File: config.mk
export PLATFORM = sky130hd
export DESIGN_NAME = mux4_rr_sel
export DESIGN_NICKNAME = d
export VERILOG_FILES = /design/src/rtl/mux4_rr_sel.sv
export SDC_FILE = /design/constraint.sdc
export NUM_CORES = 1
export LEC_CHECK = 0
export ABC_AREA = 1
export CAP_MARGIN = 5
export CORE_AREA = 2 2 39 41
export DETAILED_ROUTE_END_ITERATION = 16
export DIE_AREA = 0 0 41 43
export DONT_BUFFER_PORTS = 1
export PLACE_DENSITY_LB_ADDON = 0.3
export SYNTH_ARGS = -nofsm -noshare
export SYNTH_HDL_FRONTEND = slang
export SYNTH_SLANG_ARGS = --single-unit
File: constraint.sdc
create_clock -name CP -period 2.5 [get_ports CP]
set_input_delay 0.375 -clock CP [delete_from_list [all_inputs] [get_ports CP]]
set_output_delay 0.375 -clock CP [all_outputs]
set_load 0.03 [all_outputs]
File: src/rtl/mux4_rr_sel.sv
// Purpose : four-lane round-robin arbiter feeding a registered 4:1 selector that drives Z plus the SL1/SL0 select pair.
// Latency : 1 cycle from V[i] to ZV; 1 beat per cycle while ZR=1, and a new beat can load in the same cycle the held beat is consumed.
// Backpr. : ZR=0 with ZV=1 holds Z/SL/ZV and forces RDY=0; ZR reaches RDY combinationally.
//
// Ports:
//   CP        clock, rising edge
//   RST       synchronous active-high reset; it overrides every other event
//   V[3:0]    per-lane valid; A0..A3 carry the lane data (WIDTH bits each)
//   RDY[3:0]  per-lane accept; one-hot or zero; combinational from V, ZV, ZR and the internal state
//   Z, ZV     registered selected data and its valid flag
//   ZR        downstream ready
//   SL1, SL0  registered index of the lane whose beat is held in Z
//   LAST, ZL  present only when MUX4_RR_SEL_LOCK_EN is defined. LAST[i] marks the final beat
//             of a lane-i burst. ZL is the registered LAST of the held beat.
//
// Build option MUX4_RR_SEL_LOCK_EN: once a lane wins with LAST=0, the arbiter stays locked
// on that lane until the lane delivers a LAST=1 beat. The round-robin pointer moves only on LAST=1 grants.
module mux4_rr_sel #(
    parameter int WIDTH = 1
) (
    input  logic             CP,
    input  logic             RST,
    input  logic [3:0]       V,
    input  logic [WIDTH-1:0] A0,
    input  logic [WIDTH-1:0] A1,
    input  logic [WIDTH-1:0] A2,
    input  logic [WIDTH-1:0] A3,
    output logic [3:0]       RDY,
    output logic [WIDTH-1:0] Z,
    output logic             ZV,
    input  logic             ZR,
`ifdef MUX4_RR_SEL_LOCK_EN
    input  logic [3:0]       LAST,
    output logic             ZL,
`endif
    output logic             SL0,
    output logic             SL1
);

    logic [WIDTH-1:0] z_q;
    logic             zv_q;
    logic [1:0]       sl_q;
    logic [1:0]       ptr_q;

    logic             ld;
    logic [3:0]       elig;
    logic             found;
    logic [1:0]       win;
    logic [WIDTH-1:0] a_sel;

`ifdef MUX4_RR_SEL_LOCK_EN
    logic             lock_vld_q;
    logic [1:0]       lock_lane_q;
    logic             zl_q;
`endif

    // The output register can take a new beat when it is empty or is being drained this cycle.
    assign ld = ~zv_q | ZR;

`ifdef MUX4_RR_SEL_LOCK_EN
    // While locked, only the locked lane can win. An idle locked lane therefore blocks everyone else.
    assign elig = lock_vld_q ? (V & (4'b0001 << lock_lane_q)) : V;
`else
    assign elig = V;
`endif

    // Rotating priority search: start at ptr and take the first eligible lane.
    always_comb begin
        logic [1:0] idx;
        found = 1'b0;
        win   = ptr_q;
        idx   = ptr_q;
        for (int i = 0; i < 4; i++) begin
            idx = ptr_q + 2'(i);
            if (!found && elig[idx]) begin
                found = 1'b1;
                win   = idx;
            end
        end
    end

    always_comb begin
        a_sel = A0;
        case (win)
            2'd0:    a_sel = A0;
            2'd1:    a_sel = A1;
            2'd2:    a_sel = A2;
            default: a_sel = A3;
        endcase
    end

    // RDY is gated by RST, so no beat is accepted during a reset cycle.
    assign RDY = (found && ld && !RST) ? (4'b0001 << win) : 4'b0000;

    always_ff @(posedge CP) begin
        if (RST) begin
            z_q   <= '0;
            zv_q  <= 1'b0;
            sl_q  <= 2'd0;
            ptr_q <= 2'd0;
`ifdef MUX4_RR_SEL_LOCK_EN
            lock_vld_q  <= 1'b0;
            lock_lane_q <= 2'd0;
            zl_q        <= 1'b0;
`endif
        end else if (ld) begin
            if (found) begin
                z_q  <= a_sel;
                zv_q <= 1'b1;
                sl_q <= win;
`ifdef MUX4_RR_SEL_LOCK_EN
                zl_q <= LAST[win];
                if (LAST[win]) begin
                    lock_vld_q <= 1'b0;
                    ptr_q      <= win + 2'd1;
                end else begin
                    lock_vld_q  <= 1'b1;
                    lock_lane_q <= win;
                end
`else
                ptr_q <= win + 2'd1;
`endif
            end else begin
                // Drained with nothing to replace it: drop valid. Data, select and pointer keep their values.
                zv_q <= 1'b0;
            end
        end
    end

    assign Z   = z_q;
    assign ZV  = zv_q;
    assign SL0 = sl_q[0];
    assign SL1 = sl_q[1];
`ifdef MUX4_RR_SEL_LOCK_EN
    assign ZL  = zl_q;
`endif

endmodule

After elaboration in Yosys (flattened, before gate mapping)
Cells that the tools add are included.

Flip-flop bits (word level): 6. Word-level logic and storage cells: 46. Input bits: 11.

Multiplexer cells: 18. $add $sub $neg: 4. Reduce and logical (&&, ||, !) cells: 11. Shifts and indexed selects: 1. Eq/ne operators: 2. $lt $le $gt $ge: 4. Bitwise operators: 2.

Operator list (count): < comparator 2 x 3 -> 1 bit (second input constant) (4); 2-to-1 mux 1 bit (9); binary-select mux 1 bit (select 2 bit) (4); 2-to-1 mux 2 bit (3); logical AND 1 bit (5); adder 2 x 1 -> 2 bit (second input constant) (2); adder 2 bit (second input constant) (2); zero test 1 bit (4); 2-to-1 mux 4 bit (1); left shift 1 x 2 -> 4 bit (first input constant) (1); one-hot mux 1 bit (3 select lines) (1); == test 2 x 1 -> 1 bit (second input constant) (1); == test 2 bit (second input constant) (1); zero test 2 bit (1); AND reduction 2 bit (1); inverter 1 bit (1); bitwise OR 1 bit (1).

Longest topological paths before layout
Word-level depth: 15. Depth in mapped cells: 18. Gate-level depth less buffers: 17.

Worst setup path before layout
No wires, ideal clock.

Path type: reg2out. Start point: register ptr_q[0]. End point: output port RDY[0]. Slack: 243 ps. Cell stages (with the launch flop): 15. Data arrival time: 1882 ps. Path through: dfxtp_1 -> buf_4 -> inv_4 -> nand2_1 -> nand3_1 -> nand2_1 -> inv_2 -> nor2_8 -> nand3_1 -> nand3_1 -> nand2_1 -> inv_1 -> ha_1 -> inv_1 -> nor2_1.

RTL lines: start: declaration (line 43) `logic [1:0] ptr_q;`; start signal: assignment (line 121) `ptr_q <= win + 2'd1;`; branches (longest 11 deep; another with adder 2 x 1 -> 2 bit); 2-to-1 mux 2 bit * (line 75) `if (!found && elig[idx]) begin`; via win[1] (line 48) `logic [1:0] win;`; left shift 1 x 2 -> 4 bit * (line 93) `assign RDY = (found && ld && !RST) ? (4'b0001 << win) : 4'b0000;`; 2-to-1 mux 4 bit * (line 93); end: declaration (line 28) `output logic [3:0] RDY,`.

Mark *: on every way through the listed nets, which the timed path passes. The select of a mux whose other input is x is not followed.

Final worst setup path
Start point: register ptr_q[0]. End point: output port RDY[1].

Same word-level chain as after synthesis.

==> impl_metrics.csv <==
group,metric,value,unit
run_status,outcome,"complete, no violations",
timing,rsz0062_at_grt,"true",
layout,n_antenna_cell,0,
worst_setup_path,r2r_start,"ptr_q[0]",
timing,finalHoldViolations,0,
logic_synthesis,postSynthCellCount,106,
routing,via_per_inst,4.97,
timing,tightest_slew,0.329,ns
clocking,clkTransAtPathRegs,0.04,ns
worst_setup_path,crit_start,"ptr_q[0]",
layout,fin_area,747,um2
timing,tns,0,ns
routing,avgRoutedWirePerCell,9.69,um
clocking,clk_latency,0.24,ns
timing,fmax,420,MHz
global_route,grt-ovfl-total,0,
logic_synthesis,synth.avg_cell_area,6.02,um2
placement,place_congestion,0.776,
routing,ant_nets,0,
clocking,root_buffer,"clkbuf_4",
clocking,cts_buffers,3,
clocking,cts_sinks,6,
routing,vias,641,
clocking,post_cts_buffers,0,
logic_synthesis,syn_nets,122,
worst_setup_path,critPathArrivalTime,2.01,ns
power_and_ir_drop,peakVddDrop,635,uV
timing,setup_viol,0,
global_route,grt_max_degree,8,
die,die_w,41,um
logic_synthesis,yosysUniqueCellTypes,20,
worst_setup_path,cp_num_buf_inv,4,
die,die_area,1760,um2
die,start_util,0.461,
global_route,grt_pass1_vias,544,
logic_synthesis,synth_seq_area_share,0.188,
worst_setup_path,crit_type,"reg -> out",
worst_setup_path,crit_family,"simple AND/OR/NAND/NOR gates",
layout,areaGrowthSynthToFinish,17.1,%
die,io_pins,19,
placement,dpl_cell_area,688,um2
layout,drive_gt1_frac,0.310,
layout,final_nets,131,
logic_synthesis,ys_ff_latch,6,
timing,slew_headroom,0.780,
clocking,cts_buffer_depth,2,
run,max_cap_violations,0,
global_route,grt_pass1_wl,1.99,mm
clocking,cts_tree,"done",
worst_setup_path,cp-start-kind,"register",
worst_setup_path,max_stage_delay,0.35,ns
hold_path,min_from,"RST",
die,floorplan.core_area,1380,um2
routing,drc_errors,0,
clocking,h-tree-depth,1,
hold_path,min_path_type,"in -> reg",
worst_setup_path,cp-end-kind,"output pin",
power_and_ir_drop,p_leak,0.397,nW
placement,dp_hpwl,1.01,mm
timing,finalMaxSlewViolations,0,
power_and_ir_drop,pwr_density_cell,1560,nW/um2
timing,post-route-period-util,0.953,
routing,wl,1.25,mm
timing,layout_min_cycle_time,2.38,ns
timing,fin_worst_skew,0.000996,ns
worst_setup_path,path_cells,"buf_4 -> nand2_1 -> nand2_2 -> nand2_2 -> nand2_4 -> nor2_8 -> nand2_1 -> nand2_1 -> nand3_2 -> nand2_2 -> inv_2 -> ha_1 -> inv_1 -> nor2_1 -> buf_4",
global_route,grt_antenna_before_repair,0,
routing,detail_route.iter0.violations,8,
placement,numPortBuffers,0,
worst_setup_path,worstPathMaxFanout,6,
logic_synthesis,yosysWarnings,0,
die,row_count,14,
logic_synthesis,synth_area,638,um2
die,die_h,43,um
routing,drt-pass1-iter-count,4,
worst_setup_path,crit_path_top_delay_cell,"dfxtp_4",
worst_setup_path,crit_required,2.12,ns
power_and_ir_drop,power,0.00117,W
global_route,grt_use_total,0.161,
## power breakdown
group          internal (W)  total (W)  switching (W)
logic              0.000307   0.000866       0.000559
clock network     0.0000541  0.0000871      0.0000330
registers          0.000140   0.000215      0.0000751
total              0.000501    0.00117       0.000667
## layout by cell type (no fill, tap or decap), drive strengths merged
master and instances:
a21oi 4, and2 1, buf 5, clkbuf 3
dfxtp 6, ha 5, inv 19, mux2i 1
nand2 44, nand3 11, nand4 2, nor2 6
o21ai 6
## cell type report
type                    instances  area (um2)
fillers                       143         637
well taps                      16        20.0
repair buffers                  5        37.5
multi-input cells              80         465
flip-flops and latches          6         128
clock buffers                   3        22.5
inverters                      19        73.8
## metrics by stage
step	utilization	instances	hold WS (ns)	setup WS [ns]
after floorplan	-	106	0.444	0.243
after detailed placement	0.497	126	0.459	0.215
after CTS	0.515	129	0.188	0.00792
after global routing	0.540	129	0.185	-0.0274
after global placement	0.497	126	0.455	0.234
final	0.540	129	0.192	0.118
## final timing paths
| kind | slack, ns | depth (start not counted) | to |
|---|---|---|---|
| setup / recovery | 0.12 | 15 | RDY[1] |
| hold / removal | 0.19 | 1 | ptr_q[0] |
| setup reg to reg | 0.54 | 16 | Z |
| hold reg to reg | 0.60 | 2 | ptr_q[1] |
## cell usage after synthesis
master   instances  area [um2]
o21ai_2          1        8.76
nand2_4          2        22.5
inv_2            3        11.3
nand3_2          1        10.0
nor2_1           5        18.8
nor2_8           1        20.0
ha_1             5        62.6
mux2i_1          1        10.0
nand2_2          5        31.3
inv_4            1        6.26
a21oi_1          4        20.0
o21ai_1          3        15.0
o21ai_0          2        10.0
dfxtp_1          6         120
and2_1           1        6.26
buf_4            1        7.51
inv_1           15        56.3
nand2_1         37         139
nand3_1         10        50.1
nand4_1          2        12.5
## cells by family after synthesis
family | Yosys count | share of synthesized area
AOI/OAI and AO/OA | 10 | 0.0843
adders and majority gates | 5 | 0.0980
buffers and inverters | 20 | 0.127
DFF | 6 | 0.188
muxes | 1 | 0.0157
and+or+nand+nor | 64 | 0.486
## routing by layer
layer  global-route usage  vias to the layer above  part of all wire
met5                    0                        -                 0
li1                     -                      342                 -
met1                0.188                      283              0.46
met3               0.0262                        3             0.034
met4                0.100                        0             0.026
met2                0.256                       13              0.48
## timing repair
| action | 4_1_cts | 5_1_grt |
|---|---|---|
| pin swaps | 0 | 1 |
| setup endpoints to repair | 3 | 4 |
| resized for setup | 2 | 13 |
| hold buffers | 0 | 0 |
## registers in the layout, summed over array words and instances (netlist names)
register	cells
ptr_q	2
Z	1
sl_q	2
ZV	1
Note: power is estimated with default switching activity, not from simulation.
